`src/rtl/wb_b3_burst_master_if.sv`:
```
// Command, write/read data streams and Wishbone B3 master signals for the burst master.
interface wb_b3_burst_master_if #(
  parameter int dw = 32,
  parameter int aw = 32
);
  logic          cmd_valid_i;
  logic          cmd_ready_o;
  logic          cmd_we_i;
  logic [aw-1:0] cmd_adr_i;
  logic [3:0]    cmd_len_i;
  logic [1:0]    cmd_bte_i;

  logic [dw-1:0] wr_data_i;
  logic          wr_valid_i;
  logic          wr_ready_o;

  logic [dw-1:0] rd_data_o;
  logic          rd_valid_o;
  logic          done_o;
  logic          err_o;

  logic [aw-1:0] wb_adr_o;
  logic [dw-1:0] wb_dat_o;
  logic [3:0]    wb_sel_o;
  logic          wb_we_o;
  logic [1:0]    wb_bte_o;
  logic [2:0]    wb_cti_o;
  logic          wb_cyc_o;
  logic          wb_stb_o;
  logic [dw-1:0] wb_dat_i;
  logic          wb_ack_i;
  logic          wb_err_i;
  logic          wb_rty_i;

  modport master (
    input  cmd_valid_i, cmd_we_i, cmd_adr_i, cmd_len_i, cmd_bte_i,
    input  wr_data_i, wr_valid_i,
    input  wb_dat_i, wb_ack_i, wb_err_i, wb_rty_i,
    output cmd_ready_o, wr_ready_o, rd_data_o, rd_valid_o, done_o, err_o,
    output wb_adr_o, wb_dat_o, wb_sel_o, wb_we_o, wb_bte_o, wb_cti_o, wb_cyc_o, wb_stb_o
  );

  modport slave (
    output cmd_valid_i, cmd_we_i, cmd_adr_i, cmd_len_i, cmd_bte_i,
    output wr_data_i, wr_valid_i,
    output wb_dat_i, wb_ack_i, wb_err_i, wb_rty_i,
    input  cmd_ready_o, wr_ready_o, rd_data_o, rd_valid_o, done_o, err_o,
    input  wb_adr_o, wb_dat_o, wb_sel_o, wb_we_o, wb_bte_o, wb_cti_o, wb_cyc_o, wb_stb_o
  );
endinterface

```
`src/rtl/wb_b3_burst_master.sv`:
```
// Wishbone B3 burst master: one 1..16 beat linear/wrap burst per command, cyc one cycle after accept.
// Write beats stall on wr_valid_i (stb follows it); read data appears one cycle after ack, no backpressure.
module wb_b3_burst_master #(
  parameter int dw = 32,
  parameter int aw = 32
) (
  input logic                  wb_clk_i,
  input logic                  wb_rst_i,
  wb_b3_burst_master_if.master bus
);

  localparam int WW = aw - 2;

  typedef enum logic [1:0] {IDLE, BUS, RTY_WAIT} state_t;

  state_t        state;
  logic [3:0]    beats_left;
  logic [dw-1:0] rd_data_q;
  logic [WW-1:0] word_adr, word_inc, word_mask, word_next;
  logic          stb, term_err, term_ack, term_rty, last_beat;

  assign stb       = (state == BUS) && (bus.wb_we_o ? bus.wr_valid_i : 1'b1);
  assign term_err  = stb & bus.wb_err_i;
  assign term_ack  = stb & bus.wb_ack_i & ~bus.wb_err_i;
  assign term_rty  = stb & bus.wb_rty_i & ~bus.wb_ack_i & ~bus.wb_err_i;
  assign last_beat = (beats_left == 4'd0);

  assign bus.cmd_ready_o = (state == IDLE);
  assign bus.wb_stb_o    = stb;
  assign bus.wb_dat_o    = bus.wr_data_i;
  assign bus.wb_sel_o    = bus.wb_cyc_o ? 4'hf : 4'h0;
  assign bus.wr_ready_o  = bus.wb_ack_i & stb & bus.wb_we_o;
  assign bus.rd_data_o   = rd_data_q;

  // Wrapping bursts only count within the low word-address bits; linear carries through all.
  assign word_adr = bus.wb_adr_o[aw-1:2];
  assign word_inc = word_adr + WW'(1);
  always_comb begin
    word_mask = '1;
    case (bus.wb_bte_o)
      2'b01:   word_mask = WW'(4'h3);
      2'b10:   word_mask = WW'(4'h7);
      2'b11:   word_mask = WW'(4'hf);
      default: word_mask = '1;
    endcase
  end
  assign word_next = (word_adr & ~word_mask) | (word_inc & word_mask);

  always_ff @(posedge wb_clk_i) begin
    if (wb_rst_i) begin
      state          <= IDLE;
      beats_left     <= 4'd0;
      rd_data_q      <= '0;
      bus.wb_cyc_o   <= 1'b0;
      bus.wb_we_o    <= 1'b0;
      bus.wb_cti_o   <= 3'b000;
      bus.wb_bte_o   <= 2'b00;
      bus.wb_adr_o   <= '0;
      bus.rd_valid_o <= 1'b0;
      bus.done_o     <= 1'b0;
      bus.err_o      <= 1'b0;
    end else begin
      bus.rd_valid_o <= 1'b0;
      bus.done_o     <= 1'b0;
      bus.err_o      <= 1'b0;
      case (state)
        IDLE: begin
          if (bus.cmd_valid_i) begin
            state        <= BUS;
            bus.wb_cyc_o <= 1'b1;
            bus.wb_we_o  <= bus.cmd_we_i;
            bus.wb_bte_o <= bus.cmd_bte_i;
            bus.wb_adr_o <= bus.cmd_adr_i & ~aw'(3);
            beats_left   <= bus.cmd_len_i;
            bus.wb_cti_o <= (bus.cmd_len_i == 4'd0) ? 3'b000 : 3'b010;
          end
        end
        BUS: begin
          if (term_err) begin
            state        <= IDLE;
            bus.wb_cyc_o <= 1'b0;
            bus.err_o    <= 1'b1;
          end else if (term_ack) begin
            if (!bus.wb_we_o) begin
              bus.rd_valid_o <= 1'b1;
              rd_data_q      <= bus.wb_dat_i;
            end
            if (last_beat) begin
              state        <= IDLE;
              bus.wb_cyc_o <= 1'b0;
              bus.done_o   <= 1'b1;
            end else begin
              bus.wb_adr_o <= {word_next, 2'b00};
              beats_left   <= beats_left - 4'd1;
              bus.wb_cti_o <= (beats_left == 4'd1) ? 3'b111 : 3'b010;
            end
          end else if (term_rty) begin
            state <= RTY_WAIT;
          end
        end
        RTY_WAIT: state <= BUS;
        default:  state <= IDLE;
      endcase
    end
  end

endmodule

```
`src/flat_wrapper.sv`:
```
// flat-port wrapper written by rule: the top's interface ports become plain ports
module wb_b3_burst_master_flat 
#(
  parameter int dw = 32,
  parameter int aw = 32
)
  (wb_clk_i, wb_rst_i, bus_cmd_valid_i, bus_cmd_we_i, bus_cmd_adr_i, bus_cmd_len_i, bus_cmd_bte_i, bus_wr_data_i, bus_wr_valid_i, bus_wb_dat_i, bus_wb_ack_i, bus_wb_err_i, bus_wb_rty_i, bus_cmd_ready_o, bus_wr_ready_o, bus_rd_data_o, bus_rd_valid_o, bus_done_o, bus_err_o, bus_wb_adr_o, bus_wb_dat_o, bus_wb_sel_o, bus_wb_we_o, bus_wb_bte_o, bus_wb_cti_o, bus_wb_cyc_o, bus_wb_stb_o);
  wb_b3_burst_master_if #(.dw(dw), .aw(aw)) bus_i ();
  input logic wb_clk_i;
  input logic wb_rst_i;
  input wire logic [$bits(bus_i.cmd_valid_i)-1:0] bus_cmd_valid_i;
  input wire logic [$bits(bus_i.cmd_we_i)-1:0] bus_cmd_we_i;
  input wire logic [$bits(bus_i.cmd_adr_i)-1:0] bus_cmd_adr_i;
  input wire logic [$bits(bus_i.cmd_len_i)-1:0] bus_cmd_len_i;
  input wire logic [$bits(bus_i.cmd_bte_i)-1:0] bus_cmd_bte_i;
  input wire logic [$bits(bus_i.wr_data_i)-1:0] bus_wr_data_i;
  input wire logic [$bits(bus_i.wr_valid_i)-1:0] bus_wr_valid_i;
  input wire logic [$bits(bus_i.wb_dat_i)-1:0] bus_wb_dat_i;
  input wire logic [$bits(bus_i.wb_ack_i)-1:0] bus_wb_ack_i;
  input wire logic [$bits(bus_i.wb_err_i)-1:0] bus_wb_err_i;
  input wire logic [$bits(bus_i.wb_rty_i)-1:0] bus_wb_rty_i;
  output wire logic [$bits(bus_i.cmd_ready_o)-1:0] bus_cmd_ready_o;
  output wire logic [$bits(bus_i.wr_ready_o)-1:0] bus_wr_ready_o;
  output wire logic [$bits(bus_i.rd_data_o)-1:0] bus_rd_data_o;
  output wire logic [$bits(bus_i.rd_valid_o)-1:0] bus_rd_valid_o;
  output wire logic [$bits(bus_i.done_o)-1:0] bus_done_o;
  output wire logic [$bits(bus_i.err_o)-1:0] bus_err_o;
  output wire logic [$bits(bus_i.wb_adr_o)-1:0] bus_wb_adr_o;
  output wire logic [$bits(bus_i.wb_dat_o)-1:0] bus_wb_dat_o;
  output wire logic [$bits(bus_i.wb_sel_o)-1:0] bus_wb_sel_o;
  output wire logic [$bits(bus_i.wb_we_o)-1:0] bus_wb_we_o;
  output wire logic [$bits(bus_i.wb_bte_o)-1:0] bus_wb_bte_o;
  output wire logic [$bits(bus_i.wb_cti_o)-1:0] bus_wb_cti_o;
  output wire logic [$bits(bus_i.wb_cyc_o)-1:0] bus_wb_cyc_o;
  output wire logic [$bits(bus_i.wb_stb_o)-1:0] bus_wb_stb_o;
  assign bus_i.cmd_valid_i = bus_cmd_valid_i;
  assign bus_i.cmd_we_i = bus_cmd_we_i;
  assign bus_i.cmd_adr_i = bus_cmd_adr_i;
  assign bus_i.cmd_len_i = bus_cmd_len_i;
  assign bus_i.cmd_bte_i = bus_cmd_bte_i;
  assign bus_i.wr_data_i = bus_wr_data_i;
  assign bus_i.wr_valid_i = bus_wr_valid_i;
  assign bus_i.wb_dat_i = bus_wb_dat_i;
  assign bus_i.wb_ack_i = bus_wb_ack_i;
  assign bus_i.wb_err_i = bus_wb_err_i;
  assign bus_i.wb_rty_i = bus_wb_rty_i;
  assign bus_cmd_ready_o = bus_i.cmd_ready_o;
  assign bus_wr_ready_o = bus_i.wr_ready_o;
  assign bus_rd_data_o = bus_i.rd_data_o;
  assign bus_rd_valid_o = bus_i.rd_valid_o;
  assign bus_done_o = bus_i.done_o;
  assign bus_err_o = bus_i.err_o;
  assign bus_wb_adr_o = bus_i.wb_adr_o;
  assign bus_wb_dat_o = bus_i.wb_dat_o;
  assign bus_wb_sel_o = bus_i.wb_sel_o;
  assign bus_wb_we_o = bus_i.wb_we_o;
  assign bus_wb_bte_o = bus_i.wb_bte_o;
  assign bus_wb_cti_o = bus_i.wb_cti_o;
  assign bus_wb_cyc_o = bus_i.wb_cyc_o;
  assign bus_wb_stb_o = bus_i.wb_stb_o;
  wb_b3_burst_master #(.dw(dw), .aw(aw)) u_core (.wb_clk_i(wb_clk_i), .wb_rst_i(wb_rst_i), .bus(bus_i));
endmodule
```
`config.mk`:
```
export PLATFORM = sky130hd
export DESIGN_NAME = wb_b3_burst_master_flat
export DESIGN_NICKNAME = d
export VERILOG_FILES = /design/src/rtl/wb_b3_burst_master_if.sv /design/src/rtl/wb_b3_burst_master.sv /design/src/flat_wrapper.sv
export SDC_FILE = /design/constraint.sdc
export NUM_CORES = 1
export LEC_CHECK = 0
export CORE_AREA = 2 2 106 108
export CTS_BUF_LIST = sky130_fd_sc_hd__clkbuf_8 sky130_fd_sc_hd__clkbuf_16
export DETAILED_ROUTE_END_ITERATION = 16
export DIE_AREA = 0 0 108 110
export PLACE_DENSITY = 0.81
export SYNTH_ARGS = -nofsm -noshare
export SYNTH_HDL_FRONTEND = slang
export SYNTH_SLANG_ARGS = --single-unit
```
`constraint.sdc`:
```
create_clock -name wb_clk_i -period 2.36 [get_ports wb_clk_i]
set_input_delay 0.472 -clock wb_clk_i [delete_from_list [all_inputs] [get_ports wb_clk_i]]
set_output_delay 0.472 -clock wb_clk_i [all_outputs]
set_load 0.01 [all_outputs]
```
==> results.cfg, run 1 <==
[drt]
remaining_drc_errors = 0
drt-initial-drc-count = 214
drt-total-wl_mm = 12.68
ant_nets = 0
drt_first_pass_iters = 5
wl_per_cell_um = 15.79
vias = 4322
vias_per_cell = 5.382

[logic_synthesis]
synthFlopType = dfxtp_1
postSynthAreaPerCell_um2 = 7.570
async_flop_share_pct = 0
ys_ff_latch = 77
syn_area_mm2 = 0.004065
synthCells = 537
synth_edf_count = 0
synth.distinct_cells = 60
yosysSeqAreaShare_pct = 37.92
yosysWarnings = 0

[grt]
antenna_found_initial = 0
grt_max_degree = 64
grt_overflow_total = 0
grt_pass1_wl_mm = 19.87
track_usage_pct = 20.93
grt_pass1_vias = 4078

[clocking]
path_clk_slew_ns = 0.08
clk_latency_ns = 0.35
root_buffer = clkbuf_8
htree_levels = 3
cts_tree = done
ctsLongestPathBuffers = 2
cts_resized = 0
cts_hold_buf = 0
cts_setup_buffers = 0
cts.sinks = 77
cts_buffers = 9

[placement]
dp_cells = 788
gp_congestion = 0.9096
hpwl_mm = 9.214
placed_area_mm2 = 0.005590
port_buffers = 154

[min_path]
holdPathEnd = u_core.bus.rd_data_o[27]
hp-start = u_core.bus.rd_data_o[27]
hp-class = reg2reg
hold_depth = 2

[setup_path]
reg2reg_setup_slack_ns = 0.20
required_ns = 2.61
crit_path_start_kind = flop
r2r_start = u_core.bus.wb_adr_o[2]
worst_ep_arrival_time_ns = 2.40
reg2reg_depth = 5
worstPathMaxFanout = 6
endpoint_kind = flop
setup.worst_path.class = reg2reg

[power]
leakagePower_nw = 2.082
ir_drop_mv = 0.3820
power_density_mw_per_mm2 = 576.8

[cells_and_area]
drive_above_1_share_pct = 8.145
antennaDiodeCount = 0
area_growth_pct = 43.55
finalNonFillerCells = 803
stdcell_area_mm2 = 0.005836
final_nets = 774
fin_util_pct = 54.55

[floorplan]
rows = 38
coreArea_mm2 = 0.01070
io_pins = 223
die_area_mm2 = 0.01188
dieWidth_um = 108
die_y_um = 110
initial_utilization_pct = 38.00

[timing]
max_slew.worst_pin.slew_ns = 0.8186
fmax_ghz = 0.4639
finClkSkew_ns = 0.007874
setup-violations-final = 0
period_minus_slack_ns = 2.156
hold_viol = 0
slew_viol_final = 0
rsz0062_at_grt = false
min_period_over_period_pct = 91.34
slew_headroom_pct = 45.43
tns_ns = 0
hold_slack_ns = 0.4555

[outcome]
outcome = complete, no violations

[job]
maxCapViolations = 0
## synthesized netlist by cell type (3+ instances only)
library cell	count	area (um2)
nand2_1	103	386.6
dfxtp_1	77	1541
a21oi_1	68	340.3
buf_4	39	292.8
nor2_1	30	112.6
clkbuf_1	28	105.1
o21ai_0	28	140.1
nand3_1	19	95.09
nor3_1	19	95.09
inv_1	11	41.29
nor4_1	8	50.05
a221oi_1	5	43.79
a22o_1	5	43.79
a32o_1	5	50.05
and3_1	5	31.28
ha_1	5	62.56
a31oi_1	4	25.02
nand4_1	4	25.02
o31a_1	4	35.03
o41ai_1	4	35.03
or3_1	4	25.02
a21o_1	3	22.52
a32oi_1	3	26.28
buf_2	3	15.01
nand4b_1	3	26.28
nor2b_1	3	18.77
o31ai_1	3	22.52
or2_2	3	18.77
xor2_1	3	26.28
## worst max-delay path, stage by stage (launching register included)
cell	delay (ns)
dfxtp_1	0.46
nand4_2	0.19
or4_4	0.59
or2_1	0.29
o2111a_1	0.25
a211o_1	0.26
## worst max path at each step
stage,startpoint,cells after the start,endpoint
after floorplan,flop,6,flop
after global placement,bus_wr_valid_i,5,bus_wr_ready_o
after detailed placement,bus_wb_ack_i,7,u_core.bus.rd_data_o[10]
after CTS,bus_wr_valid_i,5,bus_wr_ready_o
after global routing,u_core.bus.wb_adr_o[2],6,flop
final,u_core.bus.wb_adr_o[2],5,flop
## per-stage QoR
step           worst slack, ns  power (mW)
2_1_floorplan           0.2447       1.847
3_3_place_gp           0.04758       2.155
3_5_place_dp           0.01112       2.177
4_1_cts                0.01812       3.392
5_1_grt                0.07937       3.522
6_report                0.2044       3.366
## power breakdown
part	internal (mW)	total (mW)	switching [mW]
logic	0.381	0.705	0.324
clock network	0.699	1.21	0.513
registers	1.37	1.45	0.0813
## cell usage in the layout, fill, tap and decap left out, drive strengths merged, types with 9 or more instances in the layout
cell type        n
nand2          103
a21oi           68
nor3            19
o21ai           28
nand3           19
buf             29
clkdlybuf4s50  151
inv             12
clkbuf           9
nor2            30
dfxtp           77
## layer usage
layer | wire, um | GRT usage, %
met1 | 5044 | 25.03
met2 | 6074 | 35.80
met3 | 1370 | 6.584
met4 | 187 | 6.868
met5 | 0 | 0
## layout make-up
class | count | area, um2
fillers | 964 | 4862
multi-input cells | 377 | 2062
repair buffers | 182 | 1777
flip-flops and latches | 77 | 1541
well taps | 140 | 175.2
clock buffers | 9 | 123.9
clock inverters | 6 | 111.4
inverters | 12 | 45.04
## cells by family after synthesis
logic type               after synthesis  synth area share [%]
other                                  1               0.09225
adder cells (fa/ha/maj)                5                 1.539
buffers and inverters                 84                 11.63
AO/OA/AOI/OAI                        150                 23.21
flip-flops                            77                 37.92
AND/OR/NAND/NOR                      216                 24.75
XOR/XNOR                               4                0.8620
No activity file was read; power rests on OpenSTA's default activity.
==> run 2, diff against run 1 <==
Clock period 2.36 ns to 2.2 ns, I/O delays scaled along.
==> results.cfg, run 2 (synthesized netlist as in run 1, its figures left out) <==
[clocking]
cts_tree = done
cts_setup_buffers = 0
path_clk_slew_ns = 0.09
ctsLongestPathBuffers = 2
root_buffer = clkbuf_8
cts.sinks = 77
htree_levels = 3
cts_buffers = 9
clk_latency_ns = 0.36

[placement]
hpwl_mm = 9.509
dp_slack_ns = -0.08478
gp_congestion = 0.8923
dp_cells = 802
port_buffers = 154

[timing]
max_slew.worst_pin.slew_ns = 0.6316
min_period_over_period_pct = 96.98
layout_setup_ws_ns = 0.06648
slew_viol_final = 0
setup-violations-final = 0
hold_viol = 0
fmax_ghz = 0.4687
slew_headroom_pct = 57.89
finClkSkew_ns = 0.009775
rsz0062_at_grt = false
period_minus_slack_ns = 2.134

[cells_and_area]
antennaDiodeCount = 0
fillers = 970
area_growth_pct = 45.18
layout_common_cells = clkdlybuf4s50_1 (151), nand2_1 (103), dfxtp_1 (77)
final_nets = 788
seq_area_mm2 = 0.001541
finalNonFillerCells = 818
drive_above_1_share_pct = 10.18
fin_util_pct = 55.17
multi_input_area_mm2 = 0.002061
final_common_cell = clkdlybuf4s50_1

[power]
combPwrFrac_pct = 22.6
p_int_mw = 2.480
swShare_pct = 28.59
p_total_mw = 3.473
ir_drop_mv = 0.3606
power_density_mw_per_mm2 = 588.5
leakagePower_nw = 2.110
seq_power_share_pct = 44.6
power_frac_clock_pct = 32.8
switching_power_mw = 0.9932

[grt]
grt_overflow_total = 0
track_usage_pct = 21.11
grt_pass1_wl_mm = 19.91
antenna_found_initial = 0
grt_pass1_vias = 4127
grt_max_degree = 45

[job]
maxCapViolations = 0

[drt]
drt_first_pass_iters = 5
wl_per_cell_um = 15.73
vias_per_cell = 5.446
ant_nets = 0
remaining_drc_errors = 0
drt-total-wl_mm = 12.87
vias = 4455
drt-initial-drc-count = 210

[setup_path]
worstPathMaxFanout = 11
slowest_stage = or4_4
endpoint_kind = flop
required_ns = 2.45
slowest_delay_ns = 0.63
worst_ep_arrival_time_ns = 2.39
r2r_start = u_core.bus.wb_adr_o[3]
crit_buf_inv = 0
path_cells = nand4_2 > or4_4 > or2_1 > o2111a_1 > a211o_1
setup.worst_path.class = reg2reg
reg2reg_depth = 5
crit_family = simple AND/OR/NAND/NOR gates
crit_path_start_kind = flop
reg2reg_setup_slack_ns = 0.07

[min_path]
hp-start = wb_rst_i
hp-class = in2reg
hold_depth = 2

[floorplan]
io_pins = 223
dieWidth_um = 108
die_y_um = 110
die_area_mm2 = 0.01188
initial_utilization_pct = 38.00
rows = 38
coreArea_mm2 = 0.01070

[outcome]
outcome = complete, no violations
## run 2: worst max path at each step
stage	depth (start not counted)	startpoint	to
5_1_grt	9	u_core.beats_left[1]	flop
3_5_place_dp	5	bus_wr_valid_i	bus_wr_ready_o
3_3_place_gp	5	bus_wr_valid_i	bus_wr_ready_o
6_report	5	u_core.bus.wb_adr_o[3]	flop
2_1_floorplan	6	flop	flop
4_1_cts	9	u_core.beats_left[1]	flop
## run 2: area by class of cell
type / instances / share of cell area, %
repair buffers: 196 / 31.67
multi-input cells: 377 / 34.92
flip-flops and latches: 77 / 26.12
clock inverters: 5 / 0.9964
clock buffers: 11 / 2.565
inverters: 12 / 0.7632
well taps: 140 / 2.968
## run 2: worst register-to-register path, stage by stage, from the launching register on
cell and delay, ns:
dfxtp_1 0.43, nand4_2 0.16, or4_4 0.63, or2_1 0.31, o2111a_1 0.25, a211o_1 0.26
## run 2: per-stage QoR
| step | TNS (ns) | cell area [um2] | hold WS (ns) |
|---|---|---|---|
| after floorplan | 0 | 4069 | 0.4450 |
| after global placement | -0.08474 | 5683 | 0.4411 |
| after detailed placement | -1.311 | 5683 | 0.4494 |
| after CTS | 0 | 5891 | 0.4064 |
| after global routing | 0 | 5902 | 0.4092 |
| final | 0 | 5902 | 0.4270 |
## run 2: power groups by stage
stage | combinational (mW) | sequential, mW | clock (mW)
2_1_floorplan | 0.384 | 1.60 | 0
3_3_place_gp | 0.761 | 1.57 | 0
3_5_place_dp | 0.777 | 1.58 | 0
4_1_cts | 0.780 | 1.55 | 1.15
5_1_grt | 0.852 | 1.56 | 1.23
6_report | 0.785 | 1.55 | 1.14
## run 2: what timing repair did
| action | in CTS | in global routing |
|---|---|---|
| hold buffers | 0 | 0 |
| endpoints found under the hold margin | 0 | 0 |
| setup endpoints to repair | 2 | 10 |
| gates resized for setup | 2 | 5 |
| pin swaps | 0 | 1 |
## run 2: metal layers
metal	vias up	wire, um	global-route usage, %
li1	2142	-	-
met1	2055	5110	25.13
met2	238	6266	36.16
met3	20	1309	7.290
met4	0	180	6.136
met5	-	0	0
==> run 3, diff against run 2 <==
Settings changed: CORE_AREA 2 2 106 108 to 2 2 89 91, DIE_AREA 0 0 108 110 to 0 0 91 93, DONT_BUFFER_PORTS set to 1, PLACE_DENSITY 0.81 to 0.72.
==> results.cfg, run 3 (synthesized netlist as in run 1, its figures left out) <==
[clocking]
cts_buffers = 9
ctsLongestPathBuffers = 2
cts_setup_buffers = 0
htree_levels = 3
clk_latency_ns = 0.36
cts.sinks = 77
path_clk_slew_ns = 0.09
cts_tree = done
root_buffer = clkbuf_8

[placement]
gp_congestion = 0.8735
hpwl_mm = 7.940
port_buffers = 0
dp_slack_ns = 0.07937
placed_area_mm2 = 0.004104

[power]
leakagePower_nw = 1.562
p_int_mw = 2.322
switching_power_mw = 0.9546
swShare_pct = 29.13
ir_drop_mv = 0.4228
combPwrFrac_pct = 14.9
seq_power_share_pct = 47.4
power_frac_clock_pct = 37.7
power_density_mw_per_mm2 = 754.4

[drt]
remaining_drc_errors = 0
vias = 3815
vias_per_cell = 6.065
ant_nets = 0
wl_per_cell_um = 17.56
drt-total-wl_mm = 11.05
drt_first_pass_iters = 4
drt-initial-drc-count = 172

[setup_path]
startpoint = u_core.beats_left[1]
reg2reg_setup_slack_ns = 0.14
reg2reg_depth = 9
crit_path_start_kind = flop
setup.worst_path.class = reg2reg
required_ns = 2.44
worstPathMaxFanout = 10
endpoint_kind = flop
r2r_start = u_core.beats_left[1]
worst_ep_arrival_time_ns = 2.29

[floorplan]
rows = 32
initial_utilization_pct = 54.01
io_pins = 223
die_y_um = 93
coreArea_mm2 = 0.007527
die_area_mm2 = 0.008463
dieWidth_um = 91

[timing]
fmax_ghz = 0.4862
slew_headroom_pct = 60.04
layout_setup_ws_ns = 0.1434
period_minus_slack_ns = 2.057
finClkSkew_ns = 0.009525
setup-violations-final = 0
tns_ns = 0
hold_slack_ns = 0.1334
max_slew.worst_pin.slew_ns = 0.5994
min_period_over_period_pct = 93.48
rsz0062_at_grt = false
hold_viol = 0
slew_viol_final = 0

[cells_and_area]
antennaDiodeCount = 0
final_nets = 637
drive_above_1_share_pct = 13.85
fillers = 743
stdcell_area_mm2 = 0.004344
layout_common_cells = nand2_1 (103), dfxtp_1 (76), a21oi_1 (68)
area_growth_pct = 6.864
final_common_cell = nand2_1

[min_path]
hp-class = in2reg
hold_depth = 1
hp-start = wb_rst_i
holdPathEnd = u_core.bus.rd_data_o[26]

[grt]
grt_pass1_wl_mm = 17.51
track_usage_pct = 25.46
grt_overflow_total = 0
antenna_found_initial = 0
grt_max_degree = 65
grt_pass1_vias = 3593

[outcome]
outcome = complete, no violations

[job]
maxCapViolations = 0
[run 3: power groups by stage]
stage	Sequential [mW]	Combinational [mW]	Clock, mW
after global placement	1.58	0.468	0
after CTS	1.55	0.480	1.25
after global routing	1.57	0.542	1.31
final	1.55	0.487	1.24
after floorplan	1.60	0.384	0
after detailed placement	1.59	0.478	0
[run 3: worst max path at each step]
stage          cells past startpoint  slack, ns  endpoint
2_1_floorplan                      6       0.08      flop
3_3_place_gp                       9       0.13      flop
3_5_place_dp                       9       0.08      flop
4_1_cts                            9       0.06      flop
5_1_grt                            9       0.02      flop
6_report                           9       0.14      flop
[run 3: layout make-up]
cell class / count / area, um2 / share of cell area (%)
clock buffers: 9 / 123.9 / 2.851
clock inverters: 7 / 102.6 / 2.362
inverters: 12 / 45.04 / 1.037
multi-input cells: 377 / 2063 / 47.49
flip-flops and latches: 77 / 1543 / 35.51
well taps: 102 / 127.6 / 2.938
repair buffers: 45 / 339.1 / 7.805
[run 3: worst max-delay path, cell delays in order (launching register included)]
cell	delay, ns
dfxtp_1	0.33
inv_1	0.08
ha_1	0.21
or3b_2	0.49
nand4_1	0.15
buf_4	0.16
o21ai_2	0.08
buf_6	0.16
nand2_1	0.12
o221ai_1	0.16
[run 3: layer usage]
metal  track usage (%)  wire [um]  vias to the layer above
met3             9.106       1122                       18
li1                  -          -                     1832
met2             42.16       5315                      179
met5                 0          0                        -
met4             9.848        185                        0
met1             30.32       4422                     1786
[run 3: what timing repair did]
action	in CTS	in global routing
hold buffers	0	0
endpoints found under the setup margin	0	8
gates resized for setup	0	4
[run 3: stage by stage]
step	utilization, %	instances	total power, mW
5_1_grt	57.71	629	3.418
2_1_floorplan	-	538	1.981
3_3_place_gp	54.52	612	2.050
4_1_cts	57.53	628	3.288
3_5_place_dp	54.52	612	2.064
6_report	57.71	629	3.277
